### src/rtl/lsu_pkg.sv
// lsu_pkg: shared types, constants and the sub-word store merge for the load/store controller
package lsu_pkg;
  typedef enum logic [1:0] {SZ_BYTE, SZ_HALF, SZ_WORD, SZ_RSVD} size_t;
  typedef enum logic [2:0] {IDLE, LD_RD, LD_WAIT, ST_WR, RMW_RD, RMW_WR, RESP} state_t;
  localparam logic [1:0] MEM_WORD_SEL = 2'b10;
  function automatic logic [31:0] store_merge(
    input logic [31:0] word,
    input logic [31:0] wdata,
    input logic [1:0] addr,
    input size_t size
  );
    logic [31:0] m;
    logic [31:0] d;
    m = size == SZ_BYTE ? 32'h0000_00ff << {addr, 3'b000} :
        size == SZ_HALF ? 32'h0000_ffff << {addr[1], 4'b0000} : 32'hffff_ffff;
    d = size == SZ_BYTE ? {4{wdata[7:0]}} : size == SZ_HALF ? {2{wdata[15:0]}} : wdata;
    return (word & ~m) | (d & m);
  endfunction
endpackage

### src/rtl/lsu_ctrl_if.sv
// lsu_ctrl_if: core request/response and DMEM word-port signals of the load/store controller
interface lsu_ctrl_if #(
  parameter int ADDR_DEPTH = 14,
  parameter int ADDR_WIDTH = 32
);
  logic req_valid;
  logic req_ready;
  logic req_we;
  logic [1:0] req_size;
  logic req_unsigned;
  logic [ADDR_WIDTH-1:0] req_addr;
  logic [ADDR_WIDTH-1:0] req_wdata;
  logic rsp_valid;
  logic [ADDR_WIDTH-1:0] rsp_rdata;
  logic rsp_err;
  logic mem_rden;
  logic mem_wen;
  logic [1:0] mem_byte_sel;
  logic mem_sign;
  logic [ADDR_DEPTH-1:0] mem_addr;
  logic [ADDR_WIDTH-1:0] mem_wdata;
  logic [ADDR_WIDTH-1:0] mem_rdata;
  modport slave (
    input req_valid, req_we, req_size, req_unsigned, req_addr, req_wdata, mem_rdata,
    output req_ready, rsp_valid, rsp_rdata, rsp_err,
    output mem_rden, mem_wen, mem_byte_sel, mem_sign, mem_addr, mem_wdata
  );
  modport master (
    output req_valid, req_we, req_size, req_unsigned, req_addr, req_wdata, mem_rdata,
    input req_ready, rsp_valid, rsp_rdata, rsp_err,
    input mem_rden, mem_wen, mem_byte_sel, mem_sign, mem_addr, mem_wdata
  );
endinterface

### src/rtl/lsu_load_align.sv
// lsu_load_align: picks the addressed byte/half lane of a memory word and sign/zero-extends it
module lsu_load_align
  import lsu_pkg::*;
(
  input logic [31:0] word,
  input logic [1:0] addr,
  input size_t size,
  input logic uns,
  output logic [31:0] data
);
  logic [31:0] sh_b;
  logic [31:0] sh_h;
  assign sh_b = word >> {addr, 3'b000};
  assign sh_h = word >> {addr[1], 4'b0000};
  assign data = size == SZ_BYTE ? {{24{~uns & sh_b[7]}}, sh_b[7:0]} :
                size == SZ_HALF ? {{16{~uns & sh_h[15]}}, sh_h[15:0]} : word;
endmodule

### src/rtl/lsu_ctrl.sv
// lsu_ctrl: one-at-a-time byte/half/word load/store controller over a word-only DMEM
module lsu_ctrl
  import lsu_pkg::*;
#(
  parameter int ADDR_DEPTH = 14,
  parameter int ADDR_WIDTH = 32
) (
  input logic clk,
  input logic rst,
  lsu_ctrl_if.slave bus
);
  state_t state;
  size_t size_q;
  size_t req_size;
  logic uns_q;
  logic err_q;
  logic acc_err;
  logic [ADDR_DEPTH+1:0] addr_q;
  logic [ADDR_WIDTH-1:0] wdata_q;
  logic [ADDR_WIDTH-1:0] rdata_q;
  logic [ADDR_WIDTH-1:0] ld_data;
  assign req_size = size_t'(bus.req_size);
  assign acc_err = (req_size == SZ_HALF && bus.req_addr[0]) ||
                   (bus.req_size[1] && bus.req_addr[1:0] != 2'b00) ||
                   bus.req_addr[ADDR_WIDTH-1:ADDR_DEPTH+2] != '0;
  lsu_load_align u_align (
    .word(bus.mem_rdata),
    .addr(addr_q[1:0]),
    .size(size_q),
    .uns(uns_q),
    .data(ld_data)
  );
  // request latch, access sequencing and registered response data
  always_ff @(posedge clk) begin
    if (rst) begin
      state <= IDLE;
      size_q <= SZ_BYTE;
      uns_q <= 1'b0;
      addr_q <= '0;
      wdata_q <= '0;
      rdata_q <= '0;
      err_q <= 1'b0;
    end else begin
      case (state)
        IDLE: if (bus.req_valid) begin
          size_q <= req_size;
          uns_q <= bus.req_unsigned;
          addr_q <= bus.req_addr[ADDR_DEPTH+1:0];
          wdata_q <= bus.req_wdata;
          err_q <= acc_err;
          if (acc_err) rdata_q <= '0;
          state <= acc_err ? RESP : !bus.req_we ? LD_RD : bus.req_size[1] ? ST_WR : RMW_RD;
        end
        LD_RD: state <= LD_WAIT;
        LD_WAIT: begin
          rdata_q <= ld_data;
          state <= RESP;
        end
        ST_WR, RMW_WR: begin
          rdata_q <= '0;
          state <= RESP;
        end
        RMW_RD: state <= RMW_WR;
        default: state <= IDLE;
      endcase
    end
  end
  assign bus.req_ready = ~rst & (state == IDLE);
  assign bus.rsp_valid = ~rst & (state == RESP);
  assign bus.rsp_rdata = rdata_q;
  assign bus.rsp_err = err_q;
  assign bus.mem_rden = ~rst & (state == LD_RD || state == RMW_RD);
  assign bus.mem_wen = ~rst & (state == ST_WR || state == RMW_WR);
  assign bus.mem_byte_sel = MEM_WORD_SEL;
  assign bus.mem_sign = 1'b0;
  assign bus.mem_addr = state == IDLE ? '0 : addr_q[ADDR_DEPTH+1:2];
  assign bus.mem_wdata = state == ST_WR ? wdata_q :
                         state == RMW_WR ? store_merge(bus.mem_rdata, wdata_q, addr_q[1:0], size_q) : '0;
endmodule
### src/flat_wrapper.sv
// flat-port wrapper written by rule: the top's interface ports become plain ports
module lsu_ctrl_flat import lsu_pkg::*;
#(
  parameter int ADDR_DEPTH = 14,
  parameter int ADDR_WIDTH = 32
)
  (clk, rst, bus_req_valid, bus_req_we, bus_req_size, bus_req_unsigned, bus_req_addr, bus_req_wdata, bus_mem_rdata, bus_req_ready, bus_rsp_valid, bus_rsp_rdata, bus_rsp_err, bus_mem_rden, bus_mem_wen, bus_mem_byte_sel, bus_mem_sign, bus_mem_addr, bus_mem_wdata);
  lsu_ctrl_if #(.ADDR_DEPTH(ADDR_DEPTH), .ADDR_WIDTH(ADDR_WIDTH)) bus_i ();
  input logic clk;
  input logic rst;
  input wire logic [$bits(bus_i.req_valid)-1:0] bus_req_valid;
  input wire logic [$bits(bus_i.req_we)-1:0] bus_req_we;
  input wire logic [$bits(bus_i.req_size)-1:0] bus_req_size;
  input wire logic [$bits(bus_i.req_unsigned)-1:0] bus_req_unsigned;
  input wire logic [$bits(bus_i.req_addr)-1:0] bus_req_addr;
  input wire logic [$bits(bus_i.req_wdata)-1:0] bus_req_wdata;
  input wire logic [$bits(bus_i.mem_rdata)-1:0] bus_mem_rdata;
  output wire logic [$bits(bus_i.req_ready)-1:0] bus_req_ready;
  output wire logic [$bits(bus_i.rsp_valid)-1:0] bus_rsp_valid;
  output wire logic [$bits(bus_i.rsp_rdata)-1:0] bus_rsp_rdata;
  output wire logic [$bits(bus_i.rsp_err)-1:0] bus_rsp_err;
  output wire logic [$bits(bus_i.mem_rden)-1:0] bus_mem_rden;
  output wire logic [$bits(bus_i.mem_wen)-1:0] bus_mem_wen;
  output wire logic [$bits(bus_i.mem_byte_sel)-1:0] bus_mem_byte_sel;
  output wire logic [$bits(bus_i.mem_sign)-1:0] bus_mem_sign;
  output wire logic [$bits(bus_i.mem_addr)-1:0] bus_mem_addr;
  output wire logic [$bits(bus_i.mem_wdata)-1:0] bus_mem_wdata;
  assign bus_i.req_valid = bus_req_valid;
  assign bus_i.req_we = bus_req_we;
  assign bus_i.req_size = bus_req_size;
  assign bus_i.req_unsigned = bus_req_unsigned;
  assign bus_i.req_addr = bus_req_addr;
  assign bus_i.req_wdata = bus_req_wdata;
  assign bus_i.mem_rdata = bus_mem_rdata;
  assign bus_req_ready = bus_i.req_ready;
  assign bus_rsp_valid = bus_i.rsp_valid;
  assign bus_rsp_rdata = bus_i.rsp_rdata;
  assign bus_rsp_err = bus_i.rsp_err;
  assign bus_mem_rden = bus_i.mem_rden;
  assign bus_mem_wen = bus_i.mem_wen;
  assign bus_mem_byte_sel = bus_i.mem_byte_sel;
  assign bus_mem_sign = bus_i.mem_sign;
  assign bus_mem_addr = bus_i.mem_addr;
  assign bus_mem_wdata = bus_i.mem_wdata;
  lsu_ctrl #(.ADDR_DEPTH(ADDR_DEPTH), .ADDR_WIDTH(ADDR_WIDTH)) u_core (.clk(clk), .rst(rst), .bus(bus_i));
endmodule
### config.mk
export PLATFORM = sky130hd
export DESIGN_NAME = lsu_ctrl_flat
export DESIGN_NICKNAME = d
export VERILOG_FILES = /design/src/rtl/lsu_pkg.sv /design/src/rtl/lsu_ctrl_if.sv /design/src/rtl/lsu_load_align.sv /design/src/rtl/lsu_ctrl.sv /design/src/flat_wrapper.sv
export SDC_FILE = /design/constraint.sdc
export NUM_CORES = 1
export LEC_CHECK = 0
export CORE_UTILIZATION = 48
export CTS_CLUSTER_SIZE = 14
export DETAILED_ROUTE_END_ITERATION = 8
export MAX_ROUTING_LAYER = met4
export PLACE_DENSITY_LB_ADDON = 0.3
export SYNTH_ARGS = -nofsm -noshare
export SYNTH_HDL_FRONTEND = slang
export SYNTH_SLANG_ARGS = --single-unit
### constraint.sdc
create_clock -name clk -period 3.8 [get_ports clk]
set_clock_uncertainty 0.15 [all_clocks]
set_input_delay 0.57 -clock clk [delete_from_list [all_inputs] [get_ports clk]]
set_output_delay 0.57 -clock clk [all_outputs]
set_load 0.02 [all_outputs]
==> results of run 1 <==
critical path, stage by stage, from the launching register on:
cell and delay [ns]:
sky130_fd_sc_hd__dfxtp_1 0.42, sky130_fd_sc_hd__buf_4 0.26, sky130_fd_sc_hd__nor2_1 0.54, sky130_fd_sc_hd__mux2_2 0.28
sky130_fd_sc_hd__mux2i_1 0.06, sky130_fd_sc_hd__o21ai_0 0.31, sky130_fd_sc_hd__clkdlybuf4s50_1 0.68
layout make-up:
type	count	area, um2	share of cell area
well taps	133	166	0.0235
inverters	29	109	0.0154
flip-flops and latches	87	1740	0.246
repair buffers	200	1960	0.276
clock inverters	5	35.0	0.00494
clock buffers	11	131	0.0185
multi-input cells	475	2950	0.416
layer usage:
layer,vias to the layer above,wire (um),share of wire,GRT usage
met4,0,442,0.026,0.107
met2,249,8090,0.47,0.511
met1,2521,7390,0.43,0.429
met5,-,0,0,-
met3,39,1110,0.065,0.0564
li1,2554,-,-,-
cells by family (layout without fill, tap and decap cells):
| group | count (synthesis) | in the layout |
|---|---|---|
| simple gates | 222 | 222 |
| compound gates | 189 | 189 |
| flops | 87 | 87 |
| buf+inv | 80 | 245 |
| mux | 59 | 59 |
| other cells | 2 | 3 |
| xor+xnor | 2 | 2 |
stage by stage:
| stage | utilization | hold WS (ns) | instance area (um2) | cells | power (mW) |
|---|---|---|---|---|---|
| after floorplan | - | 0.282 | 5020 | 642 | 1.60 |
| after global placement | 0.696 | 0.287 | 6920 | 924 | 1.93 |
| after detailed placement | 0.696 | 0.296 | 6920 | 924 | 1.95 |
| after CTS | 0.712 | 0.308 | 7090 | 940 | 2.51 |
| after global routing | 0.712 | 0.338 | 7090 | 940 | 2.64 |
| final | 0.712 | 0.308 | 7090 | 940 | 2.52 |
sequential cells by signal (all words and copies together) (netlist names):
name,flops
u_core.addr_q,16
u_core.state,3
u_core.bus.rsp_err,1
u_core.size_q,2
u_core.bus.rsp_rdata,32
u_core.wdata_q,32
u_core.uns_q,1
power breakdown:
part	switching, mW	internal [mW]	total (mW)
Clock	0.341	0.238	0.579
Sequential	0.0753	0.994	1.07
Combinational	0.470	0.397	0.867
Yosys cell counts (all sizes together):
library cell,instances
nand2,139
dfxtp,87
a21oi,63
o21ai,61
clkbuf,38
mux2i,32
inv,28
mux2,25
o22ai,25
nor2,19
nor2b,16
buf,13
nand2b,13
a22o,9
o211ai,9
nand4b,8
nor3b,8
a222oi,5
nor3,4
or4,4
a21o,3
a221oi,3
o21a,3
o21bai,3
a211oi,2
conb,2
mux4,2
nor4,2
nor4b,2
or2,2
xnor2,2
a211o,1
and2,1
and3,1
clkinv,1
nand3,1
nand3b,1
o311ai,1
o41ai,1
or3b,1
path summary, 6_finish.rpt:
kind | end | slack, ns
setup / recovery | bus_mem_wdata[10] | 0.17
hold / removal | u_core.addr_q[6]$_SDFFE_PP0P_ | 0.31
setup reg to reg | u_core.wdata_q[10]$_SDFFE_PP0P_ | 1.09
hold reg to reg | u_core.addr_q[6]$_SDFFE_PP0P_ | 0.31
==> results.md, run 1 <==
- The flop and latch count out of synthesis is 87.
- The total number of nets in the final design is 905.
- The dominant combinational cell family by area after synthesis is compound AO/OA/AOI/OAI gates.
- The number of antenna violations at the first check in global routing is 0.
- The highest fanout seen on the critical path is 18.
- The slew at the pin closest to its max-slew limit is 0.960 ns.
- The total standard cell area after synthesis is 5010 um2.
- The launching element type of the critical path is a flip-flop.
- For the worst flop-to-flop path, the logic depth is 6.
- The synthesized area per cell is 7.82 um2.
- The worst reg2reg path startpoint is u_core.state[2]$_SDFFE_PP0P_.
- After floorplanning, the core was divided into 36 placement rows.
- The cell taking the most area after synthesis is sky130_fd_sc_hd__dfxtp_1.
- At the placement stage, the worst setup path has a slack of 0.605 ns.
- After detailed routing, the number of vias per cell comes to 5.71.
- The root buffer cell chosen for the clock tree is sky130_fd_sc_hd__clkbuf_8.
- The path class of the tightest hold or removal check is reg -> reg.
- The total of endpoints with negative setup slack in the final report is 0.
- At the worst endpoint, the required time is 3.08 ns.
- The power per cell area is 355 nW/um2.
- The flow ran to the end, and the final reports show no timing, DRC or antenna violations.
- The H-tree generated during clock tree synthesis spans 3 levels.
- The analysis attributes to cell leakage a power of 2.44 nW.
- Setup repair after global routing left no endpoint under its margin.
- The HPWL after detailed placement is 12900 um.
- The clock reaches the later pin of the worst-skew pair after 0.36 ns.
- The number of warnings reported in the yosys synthesis log is 0.
- Along the worst hold path, the cell count comes to 2.
- The portion of the post-synthesis area used by sequential elements is 0.347.
- The number of max-slew violations in the final report is 0.
- The arrival time reported for the critical path endpoint is 2.91 ns.
- The die height is 104 um.
- The area share of and/or/nand/nor cells after synthesis is 0.210.
- The leading cell type in the layout, fill and taps excluded is sky130_fd_sc_hd__clkdlybuf4s50_1.
- After detailed routing, the total wire length is 17000 um.
- After technology mapping, the gate count stands at 641.
- The worst path in the final design needs a cycle of 3.63 ns, including I/O delays and setup.
- In the layout the commonest cells are sky130_fd_sc_hd__clkdlybuf4s50_1 (184), sky130_fd_sc_hd__nand2_1 (139), sky130_fd_sc_hd__dfxtp_1 (87), sky130_fd_sc_hd__a21oi_1 (62), sky130_fd_sc_hd__o21ai_0 (59).
- The start point of the worst min-delay path is u_core.addr_q[6]$_SDFFE_PP0P_.
- The post-route worst setup slack is 0.170 ns.
- The floorplan step defined a die boundary enclosing 10900 um2.
- The worst-case IR drop observed on VDD is 0.207 mV.
- After detailed routing, the number of remaining DRC violations is 0.
- TritonCTS built the clock tree.
- The tightest slew margin relative to the limit is 0.356.
- The count of buffers added by post-CTS timing repair for setup is 0.
- Counting every sink on the clock net gives 87.
- The post-synthesis xor/xnor area fraction is 0.00349.
- The worst setup path category is reg -> out.
- The total overflow left after global routing is 0.
- The top-area cell type share of the netlist area is 0.347.
- The total area inside the core boundary comes to 9950 um2.
- The portion of synthesized area spent on multiplexers is 0.129.
- After the first detailed-routing iteration, the DRC count stood at 407.
- The endpoint class of the critical path is a primary output.
- The final sum of negative setup slack is 0 ns.
- The count of endpoints failing hold in the final timing report is 0.
- The critical path startpoint is u_core.size_q[0]$_SDFFE_PP0P_.
- The wire length per cell after detailed routing is 18.1 um.
- For this block, the via count after detailed routing is 5363.
- The area growth from synthesis to layout is 41.5%.
- The number of max-cap violations is 0.
- Routability-driven placement finished with a final weighted congestion of 0.926.
- Of the total synthesized cell area, the portion taken by full adders, half adders and majority gates is 0.
- Post-CTS repair changed the size of 0 cells.
- The number of global-route vias before repair was 5071.
- Of the cells placed in the final design, the portion with a size suffix greater than 1 is 0.0967.
- The starting density of the core is 0.504.
- The number of ports placed on the die boundary is 189.
- In this run the horizontal extent of the chip is 104 um.
- After synthesis, the netlist uses 49 different library cells.
- The count of nets left with antenna violations once routing finished came out at 0.
- No sink is reached through more buffers than the 2 on the longest clock path.
- The first detailed-routing pass ran for 8 iterations.
- Ranked by total cell area, the synthesized netlist is headed by sky130_fd_sc_hd__dfxtp_1 (35%), sky130_fd_sc_hd__nand2_1 (10%), sky130_fd_sc_hd__mux2i_1 (6.4%), sky130_fd_sc_hd__a21oi_1 (6.2%), sky130_fd_sc_hd__o21ai_0 (5.9%).
- For this design, the CTS-stage hold fixing added 0 buffers.
- The wire length of the first global-routing pass is 27200 um.
- The number of buffers created by CTS is 9.
- The total global-route track usage is 0.327.
- For this run, the top clock speed supported by timing is 275 MHz.
- The area fraction in compound gates after synthesis is 0.242.
- Port buffering added 185 buffers.
- Clock-pin slew was measured on the worst setup and hold paths at 0.09 ns.
- The layout has 817 filler cells.
- The maximum number of pins on one net before global-route repair is 54.
- The number of antenna diodes in the final layout is 0.
- Dividing the final minimum period by the clock period gives 0.955.
(Power assumes the default switching activity.)
==> inputs of run 2 (changes only) <==
--- a/config.mk
+++ b/config.mk
@@ -5,9 +5,11 @@
 export SDC_FILE = /design/constraint.sdc
 export NUM_CORES = 1
 export LEC_CHECK = 0
+export ABC_CLOCK_PERIOD_IN_PS = 3800
 export CORE_UTILIZATION = 48
 export CTS_CLUSTER_SIZE = 14
 export DETAILED_ROUTE_END_ITERATION = 8
+export GPL_TIMING_DRIVEN = 0
 export MAX_ROUTING_LAYER = met4
 export PLACE_DENSITY_LB_ADDON = 0.3
 export SYNTH_ARGS = -nofsm -noshare
==> run 2 against run 1 <==
Effect of this change:
- total power grew 10%
- non-clock buffer count grew 35
- core utilization grew 2.2 points
- final area grew 3.1%
- worst hold slack lost 0.0054 ns
- global-route usage grew 0.44 points
- sequential share of layout area shrank 0.74 points
- clock power grew 41%
- sequential power is essentially flat
- final cell count grew 3.7%
- critical path type unchanged
- critical endpoint unchanged
- largest power group unchanged
==> results.md, run 2 (same netlist as run 1, synthesis figures left out) <==
- The run finished with clean final reports.
- The tightest slew margin relative to the limit is 0.505 (+0.149).
- The number of antenna diodes is 0 (unchanged).
- The final sum of negative setup slack is 0 ns (unchanged).
- The horizontal die dimension is 104 um (unchanged).
- The library cells used most frequently in the layout, excluding fill and tap cells, are sky130_fd_sc_hd__clkdlybuf4s50_1 (185), sky130_fd_sc_hd__nand2_1 (139), sky130_fd_sc_hd__dfxtp_1 (87), sky130_fd_sc_hd__a21oi_1 (62), sky130_fd_sc_hd__o21ai_0 (59).
- The final global-route overflow total came to 0 (unchanged).
- The area of the die is 10900 um2 (unchanged).
- The arrival time reported for the critical path endpoint is 2.91 ns (about the same).
- The peak ir drop on the vdd network came to 0.258 mV (+25%).
- The critical path startpoint is u_core.size_q[0]$_SDFFE_PP0P_.
- The final wirelength is 17500 um (+2.7%).
- The number of max-cap violations was 0 (unchanged).
- The number of antenna-violating nets in the routed design is 0 (unchanged).
- The highest fanout seen on the critical path is 8 (-10).
- Leaving out fill and tap cells, the most frequent cell in the layout is sky130_fd_sc_hd__clkdlybuf4s50_1.
- The register clock-pin slew on the reported worst setup and hold paths is 0.09 ns (about the same).
- The met2 routed wirelength came to 8590 um (+6.2%).
- The number of ports placed on the die boundary is 189 (unchanged).
- In this run the critical register-to-register path is launched from u_core.addr_q[1]$_SDFFE_PP0P_.
- In this run the clock root is driven by a sky130_fd_sc_hd__clkbuf_8.
- The number of global-route vias before repair was 5350 (+5.5%).
- The power per cell area came to 380 nW/um2 (+7.1%).
- The maximum buffer depth of the clock tree is 2 (unchanged).
- The critical path is of the reg -> out type.
- Setup repair after global routing left no endpoint under its margin.
- The starting density of the core was 0.504 (unchanged).
- The number of remaining DRC errors is 0 (unchanged).
- The total global-route track usage was 0.332 (+0.00437).
- The number of antenna violations at the first check in global routing is 0 (unchanged).
- The footprint of the flip-flops and latches came to 1740 um2 (unchanged).
- The total of fill cells in the finished design is 809 (-0.98%).
- The final estimated routing congestion in global placement is 0.961 (+3.7%).
- The worst hold slack after final layout was 0.302 ns (-0.00537 ns).
- The count of buffers added by post-CTS timing repair for setup was 0 (unchanged).
- The maximum number of pins on one net before global-route repair is 15 (-72%).
- The clock period minus worst slack is 3.63 ns (+0.00181 ns).
- The wire length of the first global-routing pass came to 27500 um (+1.2%).
- The via density per instance is 5.63 (-1.3%).
- The endpoint class of the critical path is a primary output.
- The highest layer used for signal routing is met4.
- The iteration count of the initial detailed-routing pass is 5 (-3).
- The slew at the pin closest to its max-slew limit came to 0.740 ns (-0.220 ns).
- The total number of nets in the final design was 940 (+3.9%).
- The number of H-tree levels came to 3 (unchanged).
- The required arrival time at the worst endpoint is 3.08 ns (about the same).
- The total via count in the routed design is 5489 (+2.3%).
- The initial detailed-routing violation count came to 337 (-17%).
- The count of endpoints failing hold in the final timing report is 0 (unchanged).
- The leakage power is 2.52 nW (+3.2%).
- The total clock sinks is 87 (unchanged).
- The path class of the lowest-slack min-delay path is reg -> reg.
- The share of the core filled with cells in the final layout came to 0.734 (+0.0221).
- The total of endpoints with negative setup slack in the final report came to 0 (unchanged).
- The number of standard-cell rows in the floorplan is 36 (unchanged).
- The number of buffers created by CTS is 9 (unchanged).
- The wire length the detailed router placed on met1 is 7540 um (+1.9%).
- The routed wire length on met3 is 1050 um (-6.0%).
- The area of the multi-input gates is 2960 um2 (+0.47%).
- The fraction of final layout cells with drive strength greater than 1 is 0.0938 (-0.00283).
- The final HPWL from detailed placement is 13700 um (+6.3%).
- The die height was 104 um (unchanged).
- STA classifies the critical path startpoint as a flip-flop.
- The number of max-slew violations in the final report is 0 (unchanged).
- The achievable frequency was 275 MHz (about the same).
- The clock latency on the worst-skew pair is 0.38 ns (+0.02 ns).
- TritonCTS built the clock tree.
- The hold-fix buffer count after cts is 0 (unchanged).
- The wire length per cell after detailed routing is 17.9 um (-0.98%).
- From synthesis to final layout, the design area changed by 45.9%.
- The portion of the clock cycle consumed by the worst path in the final layout is 0.956 (about the same).
- The count of buffers from port buffering is 185 (unchanged).
- The start point of the worst min-delay path is u_core.addr_q[3]$_SDFFE_PP0P_.
- The area inside the core boundary is 9950 um2 (unchanged).
run 2: changes by cell type in the layout (fill, tap and decap cells not counted), moves of 2 or more:
| cell | delta |
|---|---|
| sky130_fd_sc_hd__buf_4 | -11 |
| sky130_fd_sc_hd__buf_1 | +3 |
| sky130_fd_sc_hd__clkbuf_8 | +2 |
| sky130_fd_sc_hd__nor2_1 | -2 |
| sky130_fd_sc_hd__nor2_2 | +2 |
| sky130_fd_sc_hd__buf_6 | +2 |
| sky130_fd_sc_hd__clkbuf_1 | +33 |
| sky130_fd_sc_hd__bufinv_16 | +3 |
| sky130_fd_sc_hd__clkbuf_2 | +5 |
run 2: final timing paths:
kind                                                         endpoint  slack [ns]  cells after the start
worst max-delay path                                bus_mem_wdata[10]        0.17                      6
worst min-delay path                    u_core.addr_q[3]$_SDFFE_PP0P_        0.30                      2
worst max register to register  u_core.bus.rsp_rdata[19]$_SDFFE_PP0P_        1.33                      6
worst min register to register          u_core.addr_q[3]$_SDFFE_PP0P_        0.30                      2
run 2: metrics by stage:
stage / cells / setup slack, ns / instance area (um2) / power [mW]
2_1_floorplan: 642 / 1.17 / 5020 / 1.60
3_3_place_gp: 960 / 0.416 / 7030 / 1.94
3_5_place_dp: 960 / 0.358 / 7030 / 1.97
4_1_cts: 976 / 0.00195 / 7290 / 2.77
5_1_grt: 975 / 0.0568 / 7310 / 2.90
6_report: 975 / 0.168 / 7310 / 2.78
run 2: where the power goes:
part	switching [mW]	internal, mW
logic	0.494	0.408
clock network	0.342	0.473
registers	0.0668	0.993
total	0.903	1.87
run 2: final cells by class:
type	instances	area share
repair buffers	185	0.253
clock buffers	11	0.0207
plain buffers	50	0.0308
well taps	133	0.0228
inverters	29	0.0149
clock inverters	5	0.0142
multi-input cells	475	0.405
flip-flops and latches	87	0.238
run 2: layer usage:
| metal | vias to the layer above | GRT usage |
|---|---|---|
| met5 | - | - |
| met4 | 0 | 0.129 |
| met3 | 30 | 0.0432 |
| met2 | 242 | 0.539 |
| met1 | 2596 | 0.419 |
| li1 | 2621 | - |
run 2: worst max-delay path: stages, from the launching register on:
cell                              delay (ns)
sky130_fd_sc_hd__dfxtp_1                0.31
sky130_fd_sc_hd__clkbuf_1               0.20
sky130_fd_sc_hd__nor2_1                 0.62
sky130_fd_sc_hd__mux2_2                 0.28
sky130_fd_sc_hd__mux2i_1                0.06
sky130_fd_sc_hd__o21ai_0                0.39
sky130_fd_sc_hd__clkdlybuf4s50_1        0.69
run 2: what timing repair did:
action / CTS / global route
gates resized for setup: 1 / 11
pin swaps: 0 / 0
gates cloned: 0 / 0
setup endpoints to repair: 4 / 29
